$ cat src/rtl/i2c_xact_arbiter_if.sv
// Bundle between the requesters/i2c_wrapper side (master) and the round-robin
// transaction arbiter (slave).
interface i2c_xact_arbiter_if #(
  parameter int DATAWIDTH = 8,
  parameter int ADDRWIDTH = 6,
  parameter int NREQ      = 2
);
  localparam int SW = $clog2(DATAWIDTH);

  // requester side
  logic [NREQ-1:0]           req;
  logic [NREQ-1:0]           req_wr;
  logic [NREQ*ADDRWIDTH-1:0] req_addr;
  logic [NREQ*DATAWIDTH-1:0] req_d;
  logic [NREQ*SW-1:0]        req_s;
  logic [NREQ-1:0]           req_msbin;
  logic [NREQ-1:0]           req_lsbin;
  logic [NREQ-1:0]           done;
  logic [DATAWIDTH-1:0]      rdata;
  logic                      timeout_err;
  logic                      busy;

  // wrapper side
  logic [ADDRWIDTH-1:0]      addr;
  logic [DATAWIDTH-1:0]      D;
  logic [SW-1:0]             S;
  logic                      MSBIn;
  logic                      LSBIn;
  logic                      wr_en;
  logic                      rd_en;
  logic [DATAWIDTH-1:0]      dataout;
  logic                      DataValid;

  modport master (
    output req, req_wr, req_addr, req_d, req_s, req_msbin, req_lsbin,
    output dataout, DataValid,
    input  done, rdata, timeout_err, busy,
    input  addr, D, S, MSBIn, LSBIn, wr_en, rd_en
  );

  modport slave (
    input  req, req_wr, req_addr, req_d, req_s, req_msbin, req_lsbin,
    input  dataout, DataValid,
    output done, rdata, timeout_err, busy,
    output addr, D, S, MSBIn, LSBIn, wr_en, rd_en
  );
endinterface

$ cat src/rtl/i2c_xact_arbiter.sv
// Round-robin arbiter/sequencer sharing one i2c_wrapper between NREQ requesters:
// grant, one-cycle wr_en/rd_en pulse, settle or wait for DataValid, then done.
module i2c_xact_arbiter #(
  parameter int DATAWIDTH   = 8,
  parameter int ADDRWIDTH   = 6,
  parameter int NREQ        = 2,
  parameter int WR_WAIT_CYC = 40,
  parameter int RD_TIMEOUT  = 64
) (
  input  logic clk,
  input  logic reset,
  i2c_xact_arbiter_if.slave bus
);
  localparam int SW      = $clog2(DATAWIDTH);
  localparam int IW      = $clog2(NREQ);
  localparam int CNT_MAX = (WR_WAIT_CYC > RD_TIMEOUT) ? WR_WAIT_CYC : RD_TIMEOUT;
  localparam int CW      = $clog2(CNT_MAX + 1);

  typedef enum logic [1:0] {IDLE, WR_WAIT, RD_WAIT, DONE} state_e;

  state_e               state_q, state_d;
  logic [IW-1:0]        ptr_q, ptr_d;
  logic [IW-1:0]        gnt_q, gnt_d;
  logic [CW-1:0]        cnt_q, cnt_d;
  logic [NREQ-1:0]      done_q, done_d;
  logic [DATAWIDTH-1:0] rdata_q, rdata_d;
  logic                 terr_q, terr_d;
  logic                 busy_q, busy_d;
  logic [ADDRWIDTH-1:0] addr_q, addr_d;
  logic [DATAWIDTH-1:0] d_q, d_d;
  logic [SW-1:0]        s_q, s_d;
  logic                 msb_q, msb_d;
  logic                 lsb_q, lsb_d;
  logic                 wr_en_q, wr_en_d;
  logic                 rd_en_q, rd_en_d;

  logic                 found;
  logic [IW-1:0]        pick;

  // First requesting index at or after ptr_q, wrapping NREQ-1 -> 0.
  always_comb begin
    int idx;
    found = 1'b0;
    pick  = ptr_q;
    for (int k = 0; k < NREQ; k++) begin
      idx = int'(ptr_q) + k;
      if (idx >= NREQ) idx = idx - NREQ;
      if (!found && bus.req[idx]) begin
        found = 1'b1;
        pick  = IW'(idx);
      end
    end
  end

  always_comb begin
    // NOTE: every variable gets a default before the case so no path can infer a latch.
    state_d = state_q;
    ptr_d   = ptr_q;
    gnt_d   = gnt_q;
    cnt_d   = cnt_q;
    done_d  = '0;
    rdata_d = rdata_q;
    terr_d  = terr_q;
    busy_d  = busy_q;
    addr_d  = addr_q;
    d_d     = d_q;
    s_d     = s_q;
    msb_d   = msb_q;
    lsb_d   = lsb_q;
    wr_en_d = 1'b0;
    rd_en_d = 1'b0;

    unique case (state_q)
      IDLE: begin
        if (found) begin
          gnt_d   = pick;
          addr_d  = bus.req_addr[pick*ADDRWIDTH +: ADDRWIDTH];
          d_d     = bus.req_d[pick*DATAWIDTH +: DATAWIDTH];
          s_d     = bus.req_s[pick*SW +: SW];
          msb_d   = bus.req_msbin[pick];
          lsb_d   = bus.req_lsbin[pick];
          wr_en_d = bus.req_wr[pick];
          rd_en_d = ~bus.req_wr[pick];
          busy_d  = 1'b1;
          cnt_d   = '0;
          state_d = bus.req_wr[pick] ? WR_WAIT : RD_WAIT;
        end
      end
      WR_WAIT: begin
        // Counting up to WR_WAIT_CYC puts done WR_WAIT_CYC+1 cycles after wr_en.
        if (cnt_q == CW'(WR_WAIT_CYC)) begin
          terr_d  = 1'b0;
          done_d  = NREQ'(1) << gnt_q;
          state_d = DONE;
        end else begin
          cnt_d = cnt_q + CW'(1);
        end
      end
      RD_WAIT: begin
        if (bus.DataValid) begin
          rdata_d = bus.dataout;
          terr_d  = 1'b0;
          done_d  = NREQ'(1) << gnt_q;
          state_d = DONE;
        end else if (cnt_q == CW'(RD_TIMEOUT - 1)) begin
          rdata_d = '0;
          terr_d  = 1'b1;
          done_d  = NREQ'(1) << gnt_q;
          state_d = DONE;
        end else begin
          cnt_d = cnt_q + CW'(1);
        end
      end
      DONE: begin
        busy_d  = 1'b0;
        ptr_d   = (gnt_q == IW'(NREQ - 1)) ? '0 : gnt_q + IW'(1);
        state_d = IDLE;
      end
      default: state_d = IDLE;
    endcase
  end

  always_ff @(posedge clk) begin
    // NOTE: reset is synchronous and clears every register, including the RR pointer.
    if (reset) begin
      state_q <= IDLE;
      ptr_q   <= '0;
      gnt_q   <= '0;
      cnt_q   <= '0;
      done_q  <= '0;
      rdata_q <= '0;
      terr_q  <= 1'b0;
      busy_q  <= 1'b0;
      addr_q  <= '0;
      d_q     <= '0;
      s_q     <= '0;
      msb_q   <= 1'b0;
      lsb_q   <= 1'b0;
      wr_en_q <= 1'b0;
      rd_en_q <= 1'b0;
    end else begin
      // NOTE: non-blocking assignments so all registers update from pre-edge values.
      state_q <= state_d;
      ptr_q   <= ptr_d;
      gnt_q   <= gnt_d;
      cnt_q   <= cnt_d;
      done_q  <= done_d;
      rdata_q <= rdata_d;
      terr_q  <= terr_d;
      busy_q  <= busy_d;
      addr_q  <= addr_d;
      d_q     <= d_d;
      s_q     <= s_d;
      msb_q   <= msb_d;
      lsb_q   <= lsb_d;
      wr_en_q <= wr_en_d;
      rd_en_q <= rd_en_d;
    end
  end

  assign bus.done        = done_q;
  assign bus.rdata       = rdata_q;
  assign bus.timeout_err = terr_q;
  assign bus.busy        = busy_q;
  assign bus.addr        = addr_q;
  assign bus.D           = d_q;
  assign bus.S           = s_q;
  assign bus.MSBIn       = msb_q;
  assign bus.LSBIn       = lsb_q;
  assign bus.wr_en       = wr_en_q;
  assign bus.rd_en       = rd_en_q;
endmodule

$ cat src/flat_wrapper.sv
// flat-port wrapper written by rule: the top's interface ports become plain ports
module i2c_xact_arbiter_flat 
#(
  parameter int DATAWIDTH   = 8,
  parameter int ADDRWIDTH   = 6,
  parameter int NREQ        = 2,
  parameter int WR_WAIT_CYC = 40,
  parameter int RD_TIMEOUT  = 64
)
  (clk, reset, bus_req, bus_req_wr, bus_req_addr, bus_req_d, bus_req_s, bus_req_msbin, bus_req_lsbin, bus_dataout, bus_DataValid, bus_done, bus_rdata, bus_timeout_err, bus_busy, bus_addr, bus_D, bus_S, bus_MSBIn, bus_LSBIn, bus_wr_en, bus_rd_en);
  i2c_xact_arbiter_if #(.DATAWIDTH(DATAWIDTH), .ADDRWIDTH(ADDRWIDTH), .NREQ(NREQ)) bus_i ();
  input  logic clk;
  input  logic reset;
  input wire logic [$bits(bus_i.req)-1:0] bus_req;
  input wire logic [$bits(bus_i.req_wr)-1:0] bus_req_wr;
  input wire logic [$bits(bus_i.req_addr)-1:0] bus_req_addr;
  input wire logic [$bits(bus_i.req_d)-1:0] bus_req_d;
  input wire logic [$bits(bus_i.req_s)-1:0] bus_req_s;
  input wire logic [$bits(bus_i.req_msbin)-1:0] bus_req_msbin;
  input wire logic [$bits(bus_i.req_lsbin)-1:0] bus_req_lsbin;
  input wire logic [$bits(bus_i.dataout)-1:0] bus_dataout;
  input wire logic [$bits(bus_i.DataValid)-1:0] bus_DataValid;
  output wire logic [$bits(bus_i.done)-1:0] bus_done;
  output wire logic [$bits(bus_i.rdata)-1:0] bus_rdata;
  output wire logic [$bits(bus_i.timeout_err)-1:0] bus_timeout_err;
  output wire logic [$bits(bus_i.busy)-1:0] bus_busy;
  output wire logic [$bits(bus_i.addr)-1:0] bus_addr;
  output wire logic [$bits(bus_i.D)-1:0] bus_D;
  output wire logic [$bits(bus_i.S)-1:0] bus_S;
  output wire logic [$bits(bus_i.MSBIn)-1:0] bus_MSBIn;
  output wire logic [$bits(bus_i.LSBIn)-1:0] bus_LSBIn;
  output wire logic [$bits(bus_i.wr_en)-1:0] bus_wr_en;
  output wire logic [$bits(bus_i.rd_en)-1:0] bus_rd_en;
  assign bus_i.req = bus_req;
  assign bus_i.req_wr = bus_req_wr;
  assign bus_i.req_addr = bus_req_addr;
  assign bus_i.req_d = bus_req_d;
  assign bus_i.req_s = bus_req_s;
  assign bus_i.req_msbin = bus_req_msbin;
  assign bus_i.req_lsbin = bus_req_lsbin;
  assign bus_i.dataout = bus_dataout;
  assign bus_i.DataValid = bus_DataValid;
  assign bus_done = bus_i.done;
  assign bus_rdata = bus_i.rdata;
  assign bus_timeout_err = bus_i.timeout_err;
  assign bus_busy = bus_i.busy;
  assign bus_addr = bus_i.addr;
  assign bus_D = bus_i.D;
  assign bus_S = bus_i.S;
  assign bus_MSBIn = bus_i.MSBIn;
  assign bus_LSBIn = bus_i.LSBIn;
  assign bus_wr_en = bus_i.wr_en;
  assign bus_rd_en = bus_i.rd_en;
  i2c_xact_arbiter #(.DATAWIDTH(DATAWIDTH), .ADDRWIDTH(ADDRWIDTH), .NREQ(NREQ), .WR_WAIT_CYC(WR_WAIT_CYC), .RD_TIMEOUT(RD_TIMEOUT)) u_core (.clk(clk), .reset(reset), .bus(bus_i));
endmodule
$ cat config.mk
export PLATFORM = sky130hd
export DESIGN_NAME = i2c_xact_arbiter_flat
export DESIGN_NICKNAME = d
export VERILOG_FILES = /design/src/rtl/i2c_xact_arbiter_if.sv /design/src/rtl/i2c_xact_arbiter.sv /design/src/flat_wrapper.sv
export SDC_FILE = /design/constraint.sdc
export NUM_CORES = 1
export LEC_CHECK = 0
export CORE_MARGIN = 2
export CORE_UTILIZATION = 46
export CTS_CLUSTER_SIZE = 12
export DETAILED_ROUTE_END_ITERATION = 10
export PLACE_DENSITY = 0.84
export SLEW_MARGIN = 15
export SYNTH_ARGS = -nofsm -noshare
export SYNTH_HDL_FRONTEND = slang
export SYNTH_SLANG_ARGS = --single-unit
$ cat constraint.sdc
create_clock -name clk -period 5.6 [get_ports clk]
set_clock_uncertainty 0.2 [all_clocks]
set_input_delay 0.56 -clock clk [delete_from_list [all_inputs] [get_ports clk]]
set_output_delay 0.56 -clock clk [all_outputs]
set_load 0.01 [all_outputs]
# Yosys cells after proc, flatten, opt, wreduce, memory -nomap -nowiden

Cells that the tools add are included.

Multiply operators: 2
Equal/unequal tests: 11
$add $sub $neg: 5
Bitwise logic cells: 3
$lt $le $gt $ge: 5
Reductions and logical operators: 14
Muxes and demuxes: 42
Shift operators: 4

Operators by type and width:

| cell                    | count |
|---|---|
| $lt A32 B3 Y1 const B   | 2 |
| $mux W32                | 2 |
| $ge A32 B3 Y1 const B   | 1 |
| $sub A32 B3 Y32 const B | 1 |
| $mux W7                 | 4 |
| $mux W1                 | 21 |
| $pmux W7 S3             | 1 |
| $mux W2                 | 8 |
| $mux W8                 | 2 |
| $shiftx A16 B5 Y8       | 1 |
| $eq A7 B6 Y1 const B    | 2 |
| $shiftx A12 B5 Y6       | 1 |
| $pmux W2 S4             | 1 |
| $add A7 B1 Y7 const B   | 1 |
| $mul A1 B2 Y3 const B   | 2 |
| $ne A2 B2 Y1 const B    | 3 |
| $reduce_and A2 Y1       | 3 |
| $reduce_and A3 Y1       | 2 |
| $reduce_bool A2 Y1      | 3 |
| $shiftx A6 B4 Y3        | 1 |
| $reduce_and A5 Y1       | 1 |
| $eq A2 B2 Y1 const B    | 2 |
| $ne A2 B1 Y1 const B    | 2 |
| $pmux W1 S2             | 2 |
| other kinds (15)        | 17 |

Flip-flop bits (word level): 44

# Depth between registers and ports, before layout

Depth in word-level cells: 14
Gate-level depth with buffers: 8
Gate-level depth less buffers: 6

# Worst setup path after synthesis

OpenSTA, ideal clock, no wires.

Path kind: reg-to-reg
Start point: reg u_core.state_q[0]
End point: reg u_core.cnt_q[1]
Setup time: 0.071 ns
Cell stages (with the launch flop): 9
Buffers on the path: 2
Setup slack: 3.526 ns
Required time: 5.329 ns
Clock period less this slack: 2.074 ns
Data arrival time: 1.803 ns
Cells stage by stage: dfxtp_1 -> inv_1 -> ha_1 -> and2_1 -> buf_4 -> a41o_1 -> buf_2 -> or3_1 -> a21oi_1

Cells in the longest elaborated chain, start to end: 3
Elaborated cells on any way between the ends: 10

RTL lines:

| what                                                 | line                    | source |
|---|---|---|
| start: declaration                                   | i2c_xact_arbiter.sv:21  | `state_e state_q, state_d;` |
| start signal: assignment                             | i2c_xact_arbiter.sv:143 | `state_q <= state_d;` |
| $eq A2 B2 Y1, or another cell as far along           | i2c_xact_arbiter.sv:73  | `unique case (state_q)` |
| $ne A2 B2 Y1 (no line), or another cell as far along | n/a                     |  |
| $reduce_and A5 Y1 (no line)                          | n/a                     |  |
| end signal: assignment                               | i2c_xact_arbiter.sv:146 | `cnt_q <= cnt_d;` |
| end: declaration                                     | i2c_xact_arbiter.sv:24  | `logic [CW-1:0] cnt_q, cnt_d;` |

Several ways; a longest one is shown, not always the timed one.
A chain may end at the register's enable or synchronous reset.

# Final worst setup path

Start point: in bus_req[1]
End point: reg u_core.addr_q[3], in the netlist u_core.bus.addr[3]

Cells in the longest elaborated chain, start to end: 9
Elaborated cells on any way between the ends: 15

RTL lines:

| what                                       | line                    | source |
|---|---|---|
| start: declaration                         | flat_wrapper.sv:14      | `input wire logic [$bits(bus_i.req)-1:0] bus_req;` |
| $mux W1 (not written as such) (3 in a row) | i2c_xact_arbiter.sv:48  | `if (!found && bus.req[idx]) begin` |
| $mux W1                                    | i2c_xact_arbiter.sv:48  |  |
| $logic_not A1 Y1                           | i2c_xact_arbiter.sv:48  |  |
| $logic_and A1 B1 Y1                        | i2c_xact_arbiter.sv:48  |  |
| $mux W1                                    | i2c_xact_arbiter.sv:48  |  |
| $mul A1 B2 Y3                              | i2c_xact_arbiter.sv:77  | `addr_d = bus.req_addr[pick*ADDRWIDTH +: ADDRWIDTH];` |
| $shiftx A12 B5 Y6                          | i2c_xact_arbiter.sv:77  |  |
| end signal: assignment                     | i2c_xact_arbiter.sv:151 | `addr_q <= addr_d;` |
| end: declaration                           | i2c_xact_arbiter.sv:29  | `logic [ADDRWIDTH-1:0] addr_q, addr_d;` |

Several ways; a longest one is shown, not always the timed one. The select of a mux whose other input is x is not followed.

==> results.tsv <==
stage	metric	value	unit
detailed_routing	via_per_inst	5.55	
die	coreArea	4410	sq um
synthesis	synth_nets	292	
synthesis	netlist.area_leader.share	41.2	%
die	die-area	5210	sq um
detailed_routing	antenna_left	0	
setup_path	cp_data_required_time	5.61	ns
detailed_routing	routed_wl	5210	um
detailed_routing	dr.pass1.iters	4	
setup_path	crit_arrival	2.68	ns
clocking	clock_sinks	44	
setup_path	cp_max_fo	20	
sta	fmax	0.373	GHz
power	p_leak	1.18	nW
sta	setup_violations	0	
worst_hold_path	hold_class	reg -> reg	
sta	fin_crit	2.68	ns
clocking	postCtsSetupBuffers	0	
detailed_routing	drt_iter0_drc	107	
clocking	cts_max_level	2	
synthesis	ys_seq_area_share	41.2	%
flow_run	max_cap_viol_count	0	
clocking	clock_latency	0.29	ns
sta	slew_viol_final	0	
synthesis	async_flop_share	0	%
clocking	cts_root_buf	clkbuf_8	
sta	worst_pin_slew	1.06	ns
synthesis	synth_area_leaders	dfxtp_1 (41%), mux2i_1 (9.4%), a211oi_1 (7.7%), nor2_1 (5.8%), ha_1 (4.1%)	
worst_hold_path	min_path_cells	1	
synthesis	syn_area	2140	sq um
global_route	grt_pass1_wl	8600	um
setup_path	start_kind	primary input	
synthesis	synth.avg_cell_area	9.22	sq um
global_route	antenna_found_initial	0	
die	dieHeight	72.2	um
synthesis	synth_most_common_cell	dfxtp_1	
clocking	cts_hold_buf	0	
sta	max-slew-margin-rel	28.1	%
place	gp_congestion	0.816	
die	fp.dieW	72.2	um
synthesis	ys_ff_latch	44	
layout	nFillCells	354	
global_route	grt_usage	20.8	%
clocking	path_clk_slew	0.08	ns
setup_path	path_class	in -> reg	
synthesis	yosysTopAreaCell	dfxtp_1	
clocking	cts_tree	yes	
layout	synthToLayoutAreaGrowth	45.1	%
setup_path	timing.reg2reg.worst_path_depth	6	
sta	grt_setup_unrepaired	no	
die	rows	24	
synthesis	ys.flop_type	dfxtp_1	
die	io_pins	86	
synthesis	yosysWarnings	0	
power	vdd_drop_max	189	uV
place	port_buffers	85	
sta	fin_setup_tns	0	ns
die	initial_core_util	48.4	%
clocking	cts_inserted_buffers	5	
synthesis	yosysUniqueCellTypes	42	
layout	design_area	3100	sq um
synthesis	synth_common_cells	dfxtp_1 (44), nor2_1 (33), a211oi_1 (22)	
synthesis	syn_inst	232	
power	cellPowerDensity	391	nW/um^2
layout	fin_nets	369	
place	placedInstanceArea	2980	sq um
clocking	post_cts_resized	0	
global_route	first_global_vias	1911	
place	dpl.hpwl	3660	um
global_route	grt_max_degree	45	
detailed_routing	wl_per_cell	14.4	um
clocking	cts_buffer_depth	2	
detailed_routing	drc_errors	0	
layout	antenna_cells	0	
synthesis	synth_edf_count	0	
run_status	status	completed	
sta	fin_crit_sh	47.8	%
global_route	grt.overflow.total	0	
detailed_routing	via_count	2009	
layout	drive_gt1_share	5.16	%
sta	hold_violations	0	
setup_path	worstSetupEndpointType	register	
==> cell families (layout without fill, tap and decap cells) <==
family                     after synthesis  in the layout  share of synthesized area, %
buffers and inverters                   23            101                          5.44
and+or+nand+nor                         69             69                          16.7
muxes                                   20             20                          9.36
AOI/OAI and AO/OA                       69             69                          23.2
DFF                                     44             44                          41.2
adders and majority gates                7              7                          4.10
==> cell type report <==
cell class | instances | area [sq um] | share of cell area, %
flip-flops and latches | 44 | 881 | 28.4
clock inverters | 1 | 30.0 | 0.968
well taps | 52 | 65.1 | 2.10
clock buffers | 7 | 96.3 | 3.11
inverters | 6 | 22.5 | 0.726
multi-input cells | 165 | 1140 | 36.8
repair buffers | 87 | 866 | 27.9
==> layout by cell type (no fill, tap or decap), types with 2 or more instances in the layout <==
cell and instances:
o31ai_1 2, o21a_1 2, a22oi_1 7, clkbuf_8 7, a31oi_1 7, buf_4 2
nor2b_1 2, and3_1 5, nand2_1 5, nor3_1 4, nand3_1 4, a211oi_1 22
a311oi_1 4, nor4_1 3, nand2b_1 6, ha_1 7, inv_1 6, a21oi_1 8
nor2_1 33, o21ai_0 8, clkdlybuf4s50_1 85, mux2i_1 20, dfxtp_1 44
==> stage by stage <==
step           std cells  total power [mW]  util, %  hold WS, ns  setup WS, ns
2_1_floorplan        232             0.735        -        0.199          3.53
3_5_place_dp         354             0.953     67.4        0.244          2.63
3_3_place_gp         354             0.940     67.4        0.235          2.70
5_1_grt              362              1.29     70.3        0.271          2.71
4_1_cts              362              1.22     70.3        0.258          2.88
6_report             362              1.21     70.3        0.252          2.92
==> report_power, final <==
part,switching (mW),total (mW),internal [mW]
sequential,0.0435,0.432,0.389
clock,0.106,0.264,0.157
combinational,0.256,0.517,0.261
==> worst max-delay path: stages <==
cell	delay [ns]
clkdlybuf4s50_1	0.59
nor2b_1	0.24
a21o_1	0.80
mux2i_1	0.19
a211oi_1	0.28
==> worst paths after layout <==
check	from	end	slack, ns
hold reg to reg	u_core.gnt_q$_SDFFE_PP0N_	u_core.bus.done[0]$_SDFF_PP0_	0.25
setup / recovery	bus_req[1]	u_core.bus.addr[3]$_SDFFE_PP0N_	2.92
hold / removal	u_core.gnt_q$_SDFFE_PP0N_	u_core.bus.done[0]$_SDFF_PP0_	0.25
setup reg to reg	u_core.state_q[0]$_SDFFE_PP0P_	u_core.cnt_q[5]$_SDFFE_PP0P_	2.93
==> layer usage <==
layer  vias to the layer above  global-route usage, %  part of all wire [%]
met5                         -                      0                     0
met4                         0                   7.97                   2.9
met3                        12                   5.83                   5.4
li1                       1010                      -                     -
met2                        55                   35.0                    49
met1                       932                   25.0                    43
==> flip-flops by register name, indices dropped and copies added, names as in the netlist <==
register	flops
u_core.state_q	2
u_core.bus.D	8
u_core.cnt_q	7
u_core.bus.rd_en	1
u_core.bus.done	2
u_core.bus.wr_en	1
u_core.bus.timeout_err	1
u_core.bus.S	3
u_core.ptr_q	1
u_core.bus.MSBIn	1
u_core.bus.busy	1
u_core.gnt_q	1
u_core.bus.rdata	8
u_core.bus.LSBIn	1
u_core.bus.addr	6
Power figures use the tool's default switching activity.
